`src/rtl/ckv_phase_accum_if.sv`:
```
// Bundle between the ripple-counter sampler and the ADPLL phase accumulator.
// Latency: n/a (wires only).
// Backpressure: none; the consumer must take every delta_valid strobe.
`timescale 1fs / 1fs

interface ckv_phase_accum_if #(
    parameter int CNT_W = 7,
    parameter int ACC_W = 16
);
    logic             en;
    logic             clear;
    logic [CNT_W-1:0] count;
    logic [CNT_W-1:0] delta;
    logic             delta_valid;
    logic [ACC_W-1:0] phase_int;
    logic             busy;
    logic             range_err;

    // Controller / counter side: drives run control and the sampled count.
    modport master (
        output en,
        output clear,
        output count,
        input  delta,
        input  delta_valid,
        input  phase_int,
        input  busy,
        input  range_err
    );

    // Accumulator side.
    modport slave (
        input  en,
        input  clear,
        input  count,
        output delta,
        output delta_valid,
        output phase_int,
        output busy,
        output range_err
    );
endinterface

```
`src/rtl/ckv_phase_accum.sv`:
```
// Integrates DCO edge counts into the ADPLL integer variable phase (macro CKV_PHASE_ACCUM_RANGE_CHK_EN adds a delta range check).
// Latency: count sampled at edge n shows up on delta/phase_int after edge n+1; first strobe needs IDLE->DISCARD->PRIME->RUN.
// Backpressure: none; one delta per reference clock in RUN, consumer must keep up.
`timescale 1fs / 1fs

module ckv_phase_accum #(
    parameter int CNT_W = 7,
    parameter int ACC_W = 16
`ifdef CKV_PHASE_ACCUM_RANGE_CHK_EN
    ,
    parameter logic [CNT_W-1:0] DELTA_MIN = CNT_W'(20),
    parameter logic [CNT_W-1:0] DELTA_MAX = CNT_W'(60)
`endif
) (
    input  logic               clk,
    input  logic               rst,
    ckv_phase_accum_if.slave   bus
);

    typedef enum logic [1:0] {
        ST_IDLE    = 2'd0,
        ST_DISCARD = 2'd1,
        ST_PRIME   = 2'd2,
        ST_RUN     = 2'd3
    } state_t;

    state_t           state_q, state_d;
    logic [CNT_W-1:0] prev_q, prev_d;
    logic [CNT_W-1:0] delta_q, delta_d;
    logic             delta_valid_q, delta_valid_d;
    logic [ACC_W-1:0] phase_q, phase_d;

    // Edge count over the last reference period; the ripple counter wraps,
    // so a plain truncated subtract gives the right answer across the wrap.
    logic [CNT_W-1:0] diff;
    logic [ACC_W-1:0] diff_ext;
    logic             acc_ok;

`ifdef CKV_PHASE_ACCUM_RANGE_CHK_EN
    logic             range_err_q, range_err_d;
    logic             diff_in_range;
`endif

    // Modular difference against the previous sample, zero-extended for the accumulator.
    always_comb begin
        diff     = bus.count - prev_q;
        diff_ext = ACC_W'(diff);
    end

`ifdef CKV_PHASE_ACCUM_RANGE_CHK_EN
    // Out-of-range deltas are reported but kept out of the phase integral.
    always_comb begin
        diff_in_range = (diff >= DELTA_MIN) && (diff <= DELTA_MAX);
        acc_ok        = diff_in_range;
    end
`else
    // Without the range check every delta is accumulated.
    always_comb begin
        acc_ok = 1'b1;
    end
`endif

    // Next-state and datapath update for the sampling sequence.
    always_comb begin
        state_d       = state_q;
        prev_d        = prev_q;
        delta_d       = delta_q;
        delta_valid_d = 1'b0;
        phase_d       = phase_q;

        if (!bus.en) begin
            // Dropping enable parks the block; delta, prev and phase hold.
            state_d = ST_IDLE;
        end else begin
            unique case (state_q)
                ST_IDLE: begin
                    state_d = ST_DISCARD;
                end
                ST_DISCARD: begin
                    // First sample after enable may be skewed across the latch chain.
                    state_d = ST_PRIME;
                end
                ST_PRIME: begin
                    prev_d  = bus.count;
                    state_d = ST_RUN;
                end
                ST_RUN: begin
                    delta_d       = diff;
                    prev_d        = bus.count;
                    delta_valid_d = 1'b1;
                    if (acc_ok) begin
                        phase_d = phase_q + diff_ext;
                    end
                    state_d = ST_RUN;
                end
                default: begin
                    state_d = ST_IDLE;
                end
            endcase
        end

        // Clear beats accumulation on the same edge and works in every state.
        if (bus.clear) begin
            phase_d = '0;
        end
    end

`ifdef CKV_PHASE_ACCUM_RANGE_CHK_EN
    // Sticky range flag; a fresh violation on the clearing edge still wins.
    always_comb begin
        range_err_d = range_err_q;
        if (bus.clear) begin
            range_err_d = 1'b0;
        end
        if (bus.en && (state_q == ST_RUN) && !diff_in_range) begin
            range_err_d = 1'b1;
        end
    end

    // Range flag register.
    always_ff @(posedge clk or posedge rst) begin
        if (rst) begin
            range_err_q <= 1'b0;
        end else begin
            range_err_q <= range_err_d;
        end
    end

    assign bus.range_err = range_err_q;
`else
    assign bus.range_err = 1'b0;
`endif

    // State and datapath registers; reset discards prev and the integral.
    always_ff @(posedge clk or posedge rst) begin
        if (rst) begin
            state_q       <= ST_IDLE;
            prev_q        <= '0;
            delta_q       <= '0;
            delta_valid_q <= 1'b0;
            phase_q       <= '0;
        end else begin
            state_q       <= state_d;
            prev_q        <= prev_d;
            delta_q       <= delta_d;
            delta_valid_q <= delta_valid_d;
            phase_q       <= phase_d;
        end
    end

    assign bus.delta       = delta_q;
    assign bus.delta_valid = delta_valid_q;
    assign bus.phase_int   = phase_q;
    assign bus.busy        = (state_q != ST_IDLE);

endmodule

```
`src/flat_wrapper.sv`:
```
// flat-port wrapper written by rule: the top's interface ports become plain ports
module ckv_phase_accum_flat 
#(
    parameter int CNT_W = 7,
    parameter int ACC_W = 16

)
  (clk, rst, bus_en, bus_clear, bus_count, bus_delta, bus_delta_valid, bus_phase_int, bus_busy, bus_range_err);
  ckv_phase_accum_if #(.CNT_W(CNT_W), .ACC_W(ACC_W)) bus_i ();
  input  logic clk;
  input  logic rst;
  input wire logic [$bits(bus_i.en)-1:0] bus_en;
  input wire logic [$bits(bus_i.clear)-1:0] bus_clear;
  input wire logic [$bits(bus_i.count)-1:0] bus_count;
  output wire logic [$bits(bus_i.delta)-1:0] bus_delta;
  output wire logic [$bits(bus_i.delta_valid)-1:0] bus_delta_valid;
  output wire logic [$bits(bus_i.phase_int)-1:0] bus_phase_int;
  output wire logic [$bits(bus_i.busy)-1:0] bus_busy;
  output wire logic [$bits(bus_i.range_err)-1:0] bus_range_err;
  assign bus_i.en = bus_en;
  assign bus_i.clear = bus_clear;
  assign bus_i.count = bus_count;
  assign bus_delta = bus_i.delta;
  assign bus_delta_valid = bus_i.delta_valid;
  assign bus_phase_int = bus_i.phase_int;
  assign bus_busy = bus_i.busy;
  assign bus_range_err = bus_i.range_err;
  ckv_phase_accum #(.CNT_W(CNT_W), .ACC_W(ACC_W)) u_core (.clk(clk), .rst(rst), .bus(bus_i));
endmodule
```
`config.mk`:
```
export PLATFORM = sky130hd
export DESIGN_NAME = ckv_phase_accum_flat
export DESIGN_NICKNAME = d
export VERILOG_FILES = /design/src/rtl/ckv_phase_accum_if.sv /design/src/rtl/ckv_phase_accum.sv /design/src/flat_wrapper.sv
export SDC_FILE = /design/constraint.sdc
export NUM_CORES = 1
export LEC_CHECK = 0
export ABC_AREA = 1
export BUFFER_PORTS_ARGS = -buffer_cell sky130_fd_sc_hd__buf_2
export CAP_MARGIN = 20
export CORE_MARGIN = 4
export CORE_UTILIZATION = 39
export CTS_CLUSTER_DIAMETER = 60
export DETAILED_ROUTE_END_ITERATION = 6
export SYNTH_ARGS = -nofsm -noshare
export SYNTH_HDL_FRONTEND = slang
export SYNTH_SLANG_ARGS = --single-unit
```
`constraint.sdc`:
```
create_clock -name clk -period 2.8 [get_ports clk]
set_input_delay 0.28 -clock clk [delete_from_list [all_inputs] [get_ports clk]]
set_output_delay 0.28 -clock clk [all_outputs]
set_load 0.05 [all_outputs]
```
==> impl_metrics.json, run 1 <==
{
  "status": "complete, no violations",
  "r2r_cells": 14,
  "ir_worst_vdd_mv": 0.396,
  "clk_pin_slew_worst_paths_ns": 0.07,
  "cts_tree": "done",
  "max_freq_ghz": 0.400,
  "crit_buf_inv": 1,
  "holdCritPathClass": "in2async",
  "antenna_found_initial": 0,
  "final_design_area_no_fill_um2": 2480,
  "cts_buffers": 5,
  "power_density_nw_per_um2": 734,
  "synth_nets": 307,
  "drive_above_1_share_pct": 18.4,
  "critical_path.endpoint": "u_core.bus.phase_int[10]",
  "core-area_um2": 5170,
  "numClockSinks": 33,
  "tns_ns": 0,
  "period_share_pct": 89.2,
  "postRouteWirelength_um": 4760,
  "start_util_pct": 40.9,
  "leakagePower_nw": 1.39,
  "finalSetupViolations": 0,
  "rrSetupSlack_ns": 0.30,
  "fin_skew_ns": 0.00527,
  "worstPathCellList": "ha_1 > inv_1 > fa_1 > nand4_1 > nand4_1 > and2_1 > ha_4 > nand2_1 > nor2_2 > nand3_1 > nand3_2 > nand3_1 > nand2_1 > nor2_1",
  "grt_pass1_vias": 1749,
  "ys_seq_area_share_pct": 39.1,
  "dieArea_um2": 6660,
  "cts_root_buf": "clkbuf_8",
  "hpwl_um": 3620,
  "arrival_ns": 2.67,
  "antenna_left": 0,
  "grt_usage_pct": 15.7,
  "max_stage_delay_ns": 0.42,
  "nets": 347,
  "r2r-start": "u_core.prev_q[0]",
  "netlist_instances": 280,
  "clock_latency_ns": 0.28,
  "critPathMaxFanout": 5,
  "grt_pass1_wl_um": 8080,
  "period_needed_ns": 2.50,
  "die_w_um": 81.6,
  "overflow": 0,
  "ys_ff_latch": 33,
  "synthFlopType": "dfrtp_1",
  "crit_cells": 14,
  "postSynthAreaPerCell_um2": 7.55,
  "finalHoldViolCount": 0,
  "post_cts_buffers": 0,
  "grt_max_degree": 34,
  "firstDrtPassIters": 4,
  "synth-async-reset-ratio_pct": 100,
  "slew_viol_final": 0,
  "synth_edf_count": 0,
  "globalplace.congestion": 0.840,
  "holdWs_ns": 0.0780,
  "drv_cap": 0,
  "critical_path.startpoint_type": "register",
  "first_iter_violations": 133,
  "crit_start": "u_core.prev_q[0]",
  "ys_types": 31,
  "vias_per_cell": 4.71,
  "crit_required_ns": 2.98,
  "cp_slowest_cell": "fa_1",
  "io_pins": 37,
  "rsz0062_at_grt": "false",
  "cp_top_family": "simple AND/OR/NAND/NOR gates",
  "reg2reg_to": "u_core.bus.phase_int[10]",
  "place_area_um2": 2370,
  "yosysWarnings": 0,
  "num_rows": 26,
  "wl_per_cell_um": 12.2,
  "area_growth_syn_to_layout_pct": 17.3,
  "diodes": 0,
  "crit_type": "reg2reg",
  "io_buffer_count": 35,
  "route.vias.total": 1838,
  "clk_path_buf_depth": 2,
  "remaining_drc_errors": 0,
  "endpoint_kind": "register",
  "h-tree-depth": 2,
  "synth_area_um2": 2110,
  "die_h_um": 81.6
}
==> cells by family after synthesis <==
kind of cell / share of synthesized area [%]
AOI/OAI and AO/OA: 7.81
and+or+nand+nor: 31.6
DFF: 39.1
buffers and inverters: 8.17
adders and majority gates: 10.2
xor gates and xnor gates: 2.49
muxes: 0.533
other: 0.177
==> cells in the final DEF (no fill, tap or decap), types with 2 or more instances in the layout <==
master / count
nand3_1: 18
nand4_1: 5
nor2_2: 2
nor3_1: 2
buf_2: 35
o21ai_1: 2
ha_1: 12
nand3_2: 4
nor2_1: 25
ha_4: 2
or2_1: 2
nand2_1: 80
fa_1: 2
inv_1: 38
dfrtp_1: 33
xor2_1: 5
o21ai_0: 8
a21oi_1: 18
clkbuf_8: 6
and2_1: 4
nand2_2: 2
inv_2: 3
==> area by class of cell <==
cell class,count,area [um2]
Timing Repair Buffer,36,183
Fill cell,534,2690
Sequential cell,33,826
Tap cell,70,87.6
Multi-Input combinational cell,202,1140
Inverter,42,158
Clock buffer,7,86.3
==> worst min path at each step <==
stage	slack [ns]	start	cells after the start	end
global route	0.12	rst	3	u_core.bus.phase_int[6]
finish	0.08	rst	3	u_core.bus.phase_int[10]
detailed placement	0.40	rst	3	u_core.bus.delta_valid
CTS	0.10	rst	3	u_core.bus.phase_int[6]
global placement	0.40	rst	3	u_core.state_q[1]
floorplan	0.40	bus_en	2	u_core.state_q[1]
==> synth_stat cells, types with 2 or more instances <==
| cell | instances | area (um2) |
|---|---|---|
| a21oi_1 | 18 | 90.1 |
| and2_1 | 4 | 25.0 |
| clkbuf_1 | 2 | 7.51 |
| dfrtp_1 | 33 | 826 |
| fa_1 | 2 | 40.0 |
| ha_1 | 14 | 175 |
| inv_1 | 38 | 143 |
| inv_2 | 3 | 11.3 |
| nand2_1 | 80 | 300 |
| nand2_2 | 2 | 12.5 |
| nand3_1 | 18 | 90.1 |
| nand3_2 | 4 | 40.0 |
| nand4_1 | 5 | 31.3 |
| nor2_1 | 25 | 93.8 |
| nor2_2 | 2 | 12.5 |
| nor3_1 | 2 | 10.0 |
| o21ai_0 | 8 | 40.0 |
| o21ai_1 | 2 | 10.0 |
| or2_1 | 2 | 12.5 |
| xor2_1 | 5 | 43.8 |
==> state kept, by name (all words and copies together), names as in the netlist <==
register,cells
u_core.state_q,2
u_core.bus.delta,7
u_core.bus.delta_valid,1
u_core.bus.phase_int,16
u_core.prev_q,7
==> timing repair <==
item	CTS	global route
setup endpoints to repair	0	2
hold buffers	0	0
resized for setup	0	2
==> tightest hold or removal path: stages <==
cell and delay [ns]:
buf_2 0.09, inv_1 0.04, buf_4 0.38
==> report_power, final <==
group	internal, mW	total, mW	leakage (nW)	switching (mW)
Sequential	0.560	0.607	0.427	0.0476
Combinational	0.270	0.849	0.915	0.579
Clock	0.195	0.364	0.0443	0.169
==> stage by stage <==
stage	power (mW)	util, %	setup WS (ns)	instances
3_3_place_gp	1.43	45.8	0.164	383
5_1_grt	1.96	48.0	0.0447	390
6_report	1.82	48.0	0.302	390
4_1_cts	1.81	47.5	0.237	390
3_5_place_dp	1.44	45.8	0.163	383
2_1_floorplan	1.26	-	0.463	280
==> per-layer routing <==
metal	GRT usage, %	vias up	share of wire (%)
met5	0	-	0
met4	4.49	0	0.99
met3	3.51	5	5.1
met2	25.0	47	43
met1	21.5	817	50
li1	-	969	-
Note: power is estimated with default switching activity, not from simulation.
==> run 2, diff against run 1 <==
PLACE_DENSITY = 0.68   (was unset)
==> run 2 against run 1 <==
  * Worst hold slack lost 0.0018 ns
  * Clock skew grew 0.0030 ns
  * Clock power grew 11%
  * Non-clock buffer count is the same
  * Via count grew 0.16%
  * Die area is the same
  * Wire length shrank 3.2%
  * Maximum frequency grew 2.5%
  * Core utilization grew 0.15 points
  * Flip-flop and latch count is the same
  * Power grew 1.2%
  * Sequential share of layout area shrank 0.10 points
  * Largest power group unchanged
==> impl_metrics.json, run 2 (synthesis gave the netlist of run 1 again) <==
{
  "remaining_drc_errors": 0,
  "die_w_um": 81.6,
  "cp_slowest_cell": "fa_2",
  "crit_type": "reg2reg",
  "r2r-start": "u_core.prev_q[0]",
  "post_cts_resized": 0,
  "holdCritPathClass": "in2async",
  "critPathMaxFanout": 4,
  "fin_skew_ns": 0.00829,
  "combPwrFrac_pct": 45.2,
  "grt_pass1_wl_um": 8170,
  "p_sw_share_pct": 43.4,
  "crit_start": "u_core.prev_q[0]",
  "pwr-share-seq_pct": 32.8,
  "overflow": 0,
  "io_buffer_count": 35,
  "tns_ns": 0,
  "grt_max_degree": 34,
  "core-area_um2": 5170,
  "route.vias.total": 1841,
  "drv_cap": 0,
  "start_util_pct": 40.9,
  "reg2reg_to": "u_core.bus.phase_int[13]",
  "antenna_found_initial": 0,
  "final_design_area_no_fill_um2": 2490,
  "largest_reg_flops": 16,
  "clk_path_buf_depth": 2,
  "mostFrequentLayoutCell": "nand2_1",
  "dieArea_um2": 6660,
  "period_needed_ns": 2.44,
  "max_stage_delay_ns": 0.37,
  "clock_latency_ns": 0.28,
  "cts_root_buf": "clkbuf_8",
  "cts_hold_buf": 0,
  "antenna_left": 0,
  "leakagePower_nw": 1.40,
  "rrSetupSlack_ns": 0.36,
  "worstPathCellList": "ha_1 > inv_1 > fa_2 > nand3_1 > nand2_1 > xor2_1 > inv_1 > ha_1 > nand2_1 > inv_1 > nand2_1 > nand2_1 > nand2_1 > nand3_2 > a21oi_1 > nor2_1",
  "post_cts_buffers": 0,
  "crit_buf_inv": 3,
  "wl_per_cell_um": 11.8,
  "ir_worst_vdd_mv": 0.454,
  "first_iter_violations": 85,
  "cts_buffers": 5,
  "arrival_ns": 2.61,
  "crit_required_ns": 2.97,
  "die_h_um": 81.6,
  "rsz0062_at_grt": "false",
  "cts_tree": "done",
  "hpwl_um": 3520,
  "slew_viol_final": 0,
  "max_freq_ghz": 0.410,
  "finalHoldViolCount": 0,
  "postRouteWirelength_um": 4610,
  "final_cell_mix": "nand2_1, inv_1, buf_2",
  "numClockSinks": 33,
  "grt_usage_pct": 15.8,
  "drive_above_1_share_pct": 19.3,
  "r2r_cells": 16,
  "firstDrtPassIters": 4,
  "cpMostUsedCell": "nand2_1",
  "io_pins": 37,
  "internal-power_mw": 1.04,
  "h-tree-depth": 2,
  "num_rows": 26,
  "place_area_um2": 2370,
  "globalplace.congestion": 0.867,
  "period_share_pct": 87.0,
  "vias_per_cell": 4.71,
  "endpoint_kind": "register",
  "grt_pass1_vias": 1818,
  "diodes": 0,
  "critical_path.startpoint_type": "register",
  "power_density_nw_per_um2": 740,
  "finalSetupViolations": 0,
  "clk_pin_slew_worst_paths_ns": 0.07,
  "status": "complete, no violations",
  "nets": 347,
  "p_sw_uw": 799,
  "cp_top_family": "adder cells",
  "area_growth_syn_to_layout_pct": 17.7,
  "clockPowerShare_pct": 22.0
}
run 2: changes by cell type in the layout (fill, tap and decap cells not counted), sizes merged:
| cell | delta |
|---|---|
| clkinv | +1 |
run 2: how the worst max path moves through the flow:
stage / end / slack, ns / cells past startpoint
6_report: u_core.bus.phase_int[13] / 0.36 / 16
5_1_grt: u_core.bus.phase_int[9] / 0.05 / 17
2_1_floorplan: u_core.bus.phase_int[10] / 0.46 / 15
4_1_cts: u_core.bus.phase_int[9] / 0.23 / 14
3_3_place_gp: u_core.bus.phase_int[15] / 0.20 / 17
3_5_place_dp: u_core.bus.phase_int[9] / 0.17 / 16
run 2: metal layers:
layer | GRT usage, % | vias to the layer above | routed length (um) | part of all wire, %
met5 | 0 | - | 0 | 0
met4 | 4.98 | 0 | 33 | 0.72
met3 | 4.17 | 2 | 302 | 6.6
met2 | 25.5 | 47 | 2020 | 44
met1 | 20.8 | 829 | 2250 | 49
li1 | - | 963 | - | -
run 2: worst register-to-register path, delay by kind of cell, from the launching register on:
kind                     cells  cell delay, ns
adder cells (fa/ha/maj)      3            0.84
AND/OR/NAND/NOR              8            0.62
flip-flops                   1            0.35
buffers and inverters        3            0.21
XOR/XNOR                     1            0.18
AO/OA/AOI/OAI                1            0.14
run 2: power groups by stage:
| stage | clock [mW] | sequential [mW] | combinational [mW] |
|---|---|---|---|
| after CTS | 0.417 | 0.605 | 0.823 |
| after detailed placement | 0 | 0.615 | 0.819 |
| final | 0.405 | 0.604 | 0.832 |
| after global placement | 0 | 0.614 | 0.814 |
| after floorplan | 0 | 0.806 | 0.451 |
| after global routing | 0.445 | 0.614 | 0.942 |
run 2: area by class of cell:
cell class / count / area (um2)
sequential: 33 / 826
inverter: 42 / 158
tap: 70 / 87.6
fill: 522 / 2680
timing repair buffer: 36 / 183
clock inverter: 1 / 5.00
multi-input combinational: 202 / 1130
clock buffer: 7 / 96.3
run 2: metrics by stage:
| step | hold WS, ns | std cells | total power, mW | utilization, % | setup WS, ns |
|---|---|---|---|---|---|
| detailed placement | 0.408 | 383 | 1.43 | 45.8 | 0.167 |
| global placement | 0.401 | 383 | 1.43 | 45.8 | 0.205 |
| CTS | 0.102 | 391 | 1.85 | 47.8 | 0.235 |
| floorplan | 0.400 | 280 | 1.26 | - | 0.463 |
| finish | 0.0761 | 391 | 1.84 | 48.1 | 0.363 |
| global route | 0.121 | 391 | 2.00 | 48.1 | 0.0458 |
==> run 3, diff against run 2 <==
ABC_AREA = unset   (was 1)
PLACE_DENSITY = 0.69   (was 0.68)
==> run 3 against run 2 <==
  * The flow now finishes with violations (setup timing)
  * Synthesized cell count shrank 30%
  * Clock power shrank 11%
  * Non-clock buffer count rose by 20
  * Power is 0.45% higher
  * Cell count down 18%
  * Flip-flop and latch count stayed put
  * Worst hold slack worse by 0.0085 ns
  * Via count shrank 16%
  * Register-to-register slack got worse by 0.39 ns
  * Synthesized area decreased by 9.6%
==> impl_metrics.json, run 3 <==
{
  "finalNonFillerCells": 322,
  "core-area_um2": 4720,
  "endpoint_kind": "register",
  "clock_latency_ns": 0.28,
  "critPathMaxFanout": 4,
  "r2r-start": "u_core.prev_q[1]",
  "setup_ws_ns": -0.0278,
  "synth-async-reset-ratio_pct": 100,
  "remaining_drc_errors": 0,
  "period_share_pct": 101,
  "tns_ns": -0.0278,
  "grt_max_degree": 34,
  "pre_cts_ws_ns": -0.222,
  "yosysWarnings": 0,
  "clk_path_buf_depth": 2,
  "r2r_cells": 13,
  "synth_commonest_cells": "dfrtp_1, nand2_1, inv_1, ha_1, nor2_1",
  "power_density_nw_per_um2": 745,
  "netlist_instances": 197,
  "globalplace.congestion": 0.941,
  "max_freq_ghz": 0.354,
  "fillers": 433,
  "final_design_area_no_fill_um2": 2480,
  "synth_most_common_cell": "dfrtp_1",
  "synth_nets": 224,
  "num_rows": 25,
  "antenna_found_initial": 0,
  "overflow": 0,
  "start_util_pct": 40.5,
  "grt_usage_pct": 14.1,
  "h-tree-depth": 2,
  "ys_seq_area_share_pct": 43.2,
  "final_cell_mix": "buf_2, dfrtp_1, nand2_1",
  "hpwl_um": 2830,
  "route.vias.total": 1551,
  "cts_hold_buf": 0,
  "synth_largest_area_cell": "dfrtp_1",
  "fin_skew_ns": 0.00423,
  "reg2reg_to": "u_core.bus.phase_int[14]",
  "cts_root_buf": "clkbuf_8",
  "vias_per_cell": 4.82,
  "io_pins": 37,
  "cts_buffers": 5,
  "yosysTopAreaCellShare_pct": 43.2,
  "crit_type": "reg2reg",
  "drive_above_1_share_pct": 35.3,
  "post-place-cells": 307,
  "synth_edf_count": 0,
  "ys_types": 39,
  "holdCritPathClass": "in2async",
  "place_area_um2": 2240,
  "area_growth_syn_to_layout_pct": 29.9,
  "firstDrtPassIters": 4,
  "io_buffer_count": 35,
  "crit_required_ns": 2.96,
  "numClockSinks": 33,
  "drv_cap": 0,
  "clk_pin_slew_worst_paths_ns": 0.06,
  "die_w_um": 78.0,
  "mostFrequentLayoutCell": "buf_2",
  "grt_pass1_wl_um": 6810,
  "post-route-util_pct": 52.6,
  "violations": "setup timing",
  "rsz0062_at_grt": "true",
  "grt_pass1_vias": 1547,
  "finalSetupViolations": 1,
  "synthTopCellsByArea": "dfrtp_1, ha_1, nand2_1",
  "leakagePower_nw": 1.24,
  "diodes": 0,
  "antenna_left": 0,
  "wl_per_cell_um": 12.4,
  "rrSetupSlack_ns": -0.03,
  "die_h_um": 78.0,
  "postSynthAreaPerCell_um2": 9.70,
  "synthFlopType": "dfrtp_1",
  "period_needed_ns": 2.83,
  "finalHoldViolCount": 0,
  "first_iter_violations": 105,
  "holdWs_ns": 0.0676,
  "largest_reg_flops": 16,
  "ir_worst_vdd_mv": 0.302,
  "ys_ff_latch": 33,
  "arrival_ns": 2.99,
  "slew_viol_final": 0,
  "status": "finished with violations",
  "p_total_mw": 1.85,
  "critical_path.startpoint_type": "register",
  "cts_tree": "done",
  "dieArea_um2": 6080,
  "postRouteWirelength_um": 4000,
  "synth_area_um2": 1910,
  "nets": 282
}
[run 3: cell types whose count changed in the layout (fill, tap and decap cells not counted), sizes merged, moves of 14 or more]
cell	delta
nor2	-14
nand3	-17
buf	+20
nand2	-57
inv	-25
[run 3: what timing repair did]
item                       in CTS  in global routing
setup endpoints to repair       9                 11
pin swaps                      14                 12
resized for setup              12                 14
gates cloned                    0                  0
buffers inserted                6                  2
[run 3: logic make-up (layout without fill, tap and decap cells)]
| logic type | after synthesis | after routing | synth area share [%] |
|---|---|---|---|
| xor+xnor | 15 | 15 | 6.88 |
| other cells | 1 | 1 | 0.196 |
| buf+inv | 21 | 79 | 4.39 |
| simple gates | 62 | 62 | 16.0 |
| compound gates | 42 | 42 | 13.9 |
| mux | 7 | 7 | 4.13 |
| flops | 33 | 33 | 43.2 |
| fa+ha+maj | 16 | 16 | 11.3 |
[run 3: worst max-delay path by stage]
stage | startpoint | to | slack [ns] | depth (start not counted)
2_1_floorplan | bus_count[0] | u_core.bus.phase_int[11] | 0.06 | 14
3_3_place_gp | bus_count[0] | u_core.bus.phase_int[9] | -0.18 | 15
3_5_place_dp | bus_count[0] | u_core.bus.phase_int[15] | -0.22 | 15
4_1_cts | u_core.prev_q[1] | u_core.bus.phase_int[14] | 0.005 | 13
5_1_grt | u_core.prev_q[0] | u_core.bus.phase_int[15] | -0.18 | 14
6_report | u_core.prev_q[1] | u_core.bus.phase_int[14] | -0.03 | 13
[run 3: report_power, final]
group / internal, mW / total (mW) / switching [mW] / leakage, nW
logic: 0.369 / 0.896 / 0.527 / 0.765
clock network: 0.195 / 0.361 / 0.166 / 0.0443
registers: 0.553 / 0.593 / 0.0402 / 0.433
total: 1.12 / 1.85 / 0.733 / 1.24
[run 3: cell type report]
type	count	area (um2)	area share [%]
inverter	16	60.1	2.42
tap	67	83.8	3.38
multi-input combinational	143	1080	43.6
sequential	33	826	33.3
clock buffer	7	86.3	3.48
timing repair buffer	56	344	13.9
[run 3: routing by layer]
| layer | GRT usage, % | routed length [um] |
|---|---|---|
| met1 | 17.2 | 1790 |
| met2 | 23.5 | 1970 |
| met3 | 4.76 | 181 |
| met4 | 4.72 | 54 |
| met5 | 0 | 0 |
[run 3: worst max-delay path: stages (launching register included)]
cell      delay (ns)
dfrtp_1         0.36
inv_2           0.04
ha_1            0.27
nor2b_4         0.13
o31a_1          0.26
o21a_1          0.22
o21a_1          0.21
nor2_2          0.13
ha_1            0.26
a21o_1          0.18
a21o_1          0.20
o211ai_1        0.22
xor2_1          0.17
nor2_1          0.06
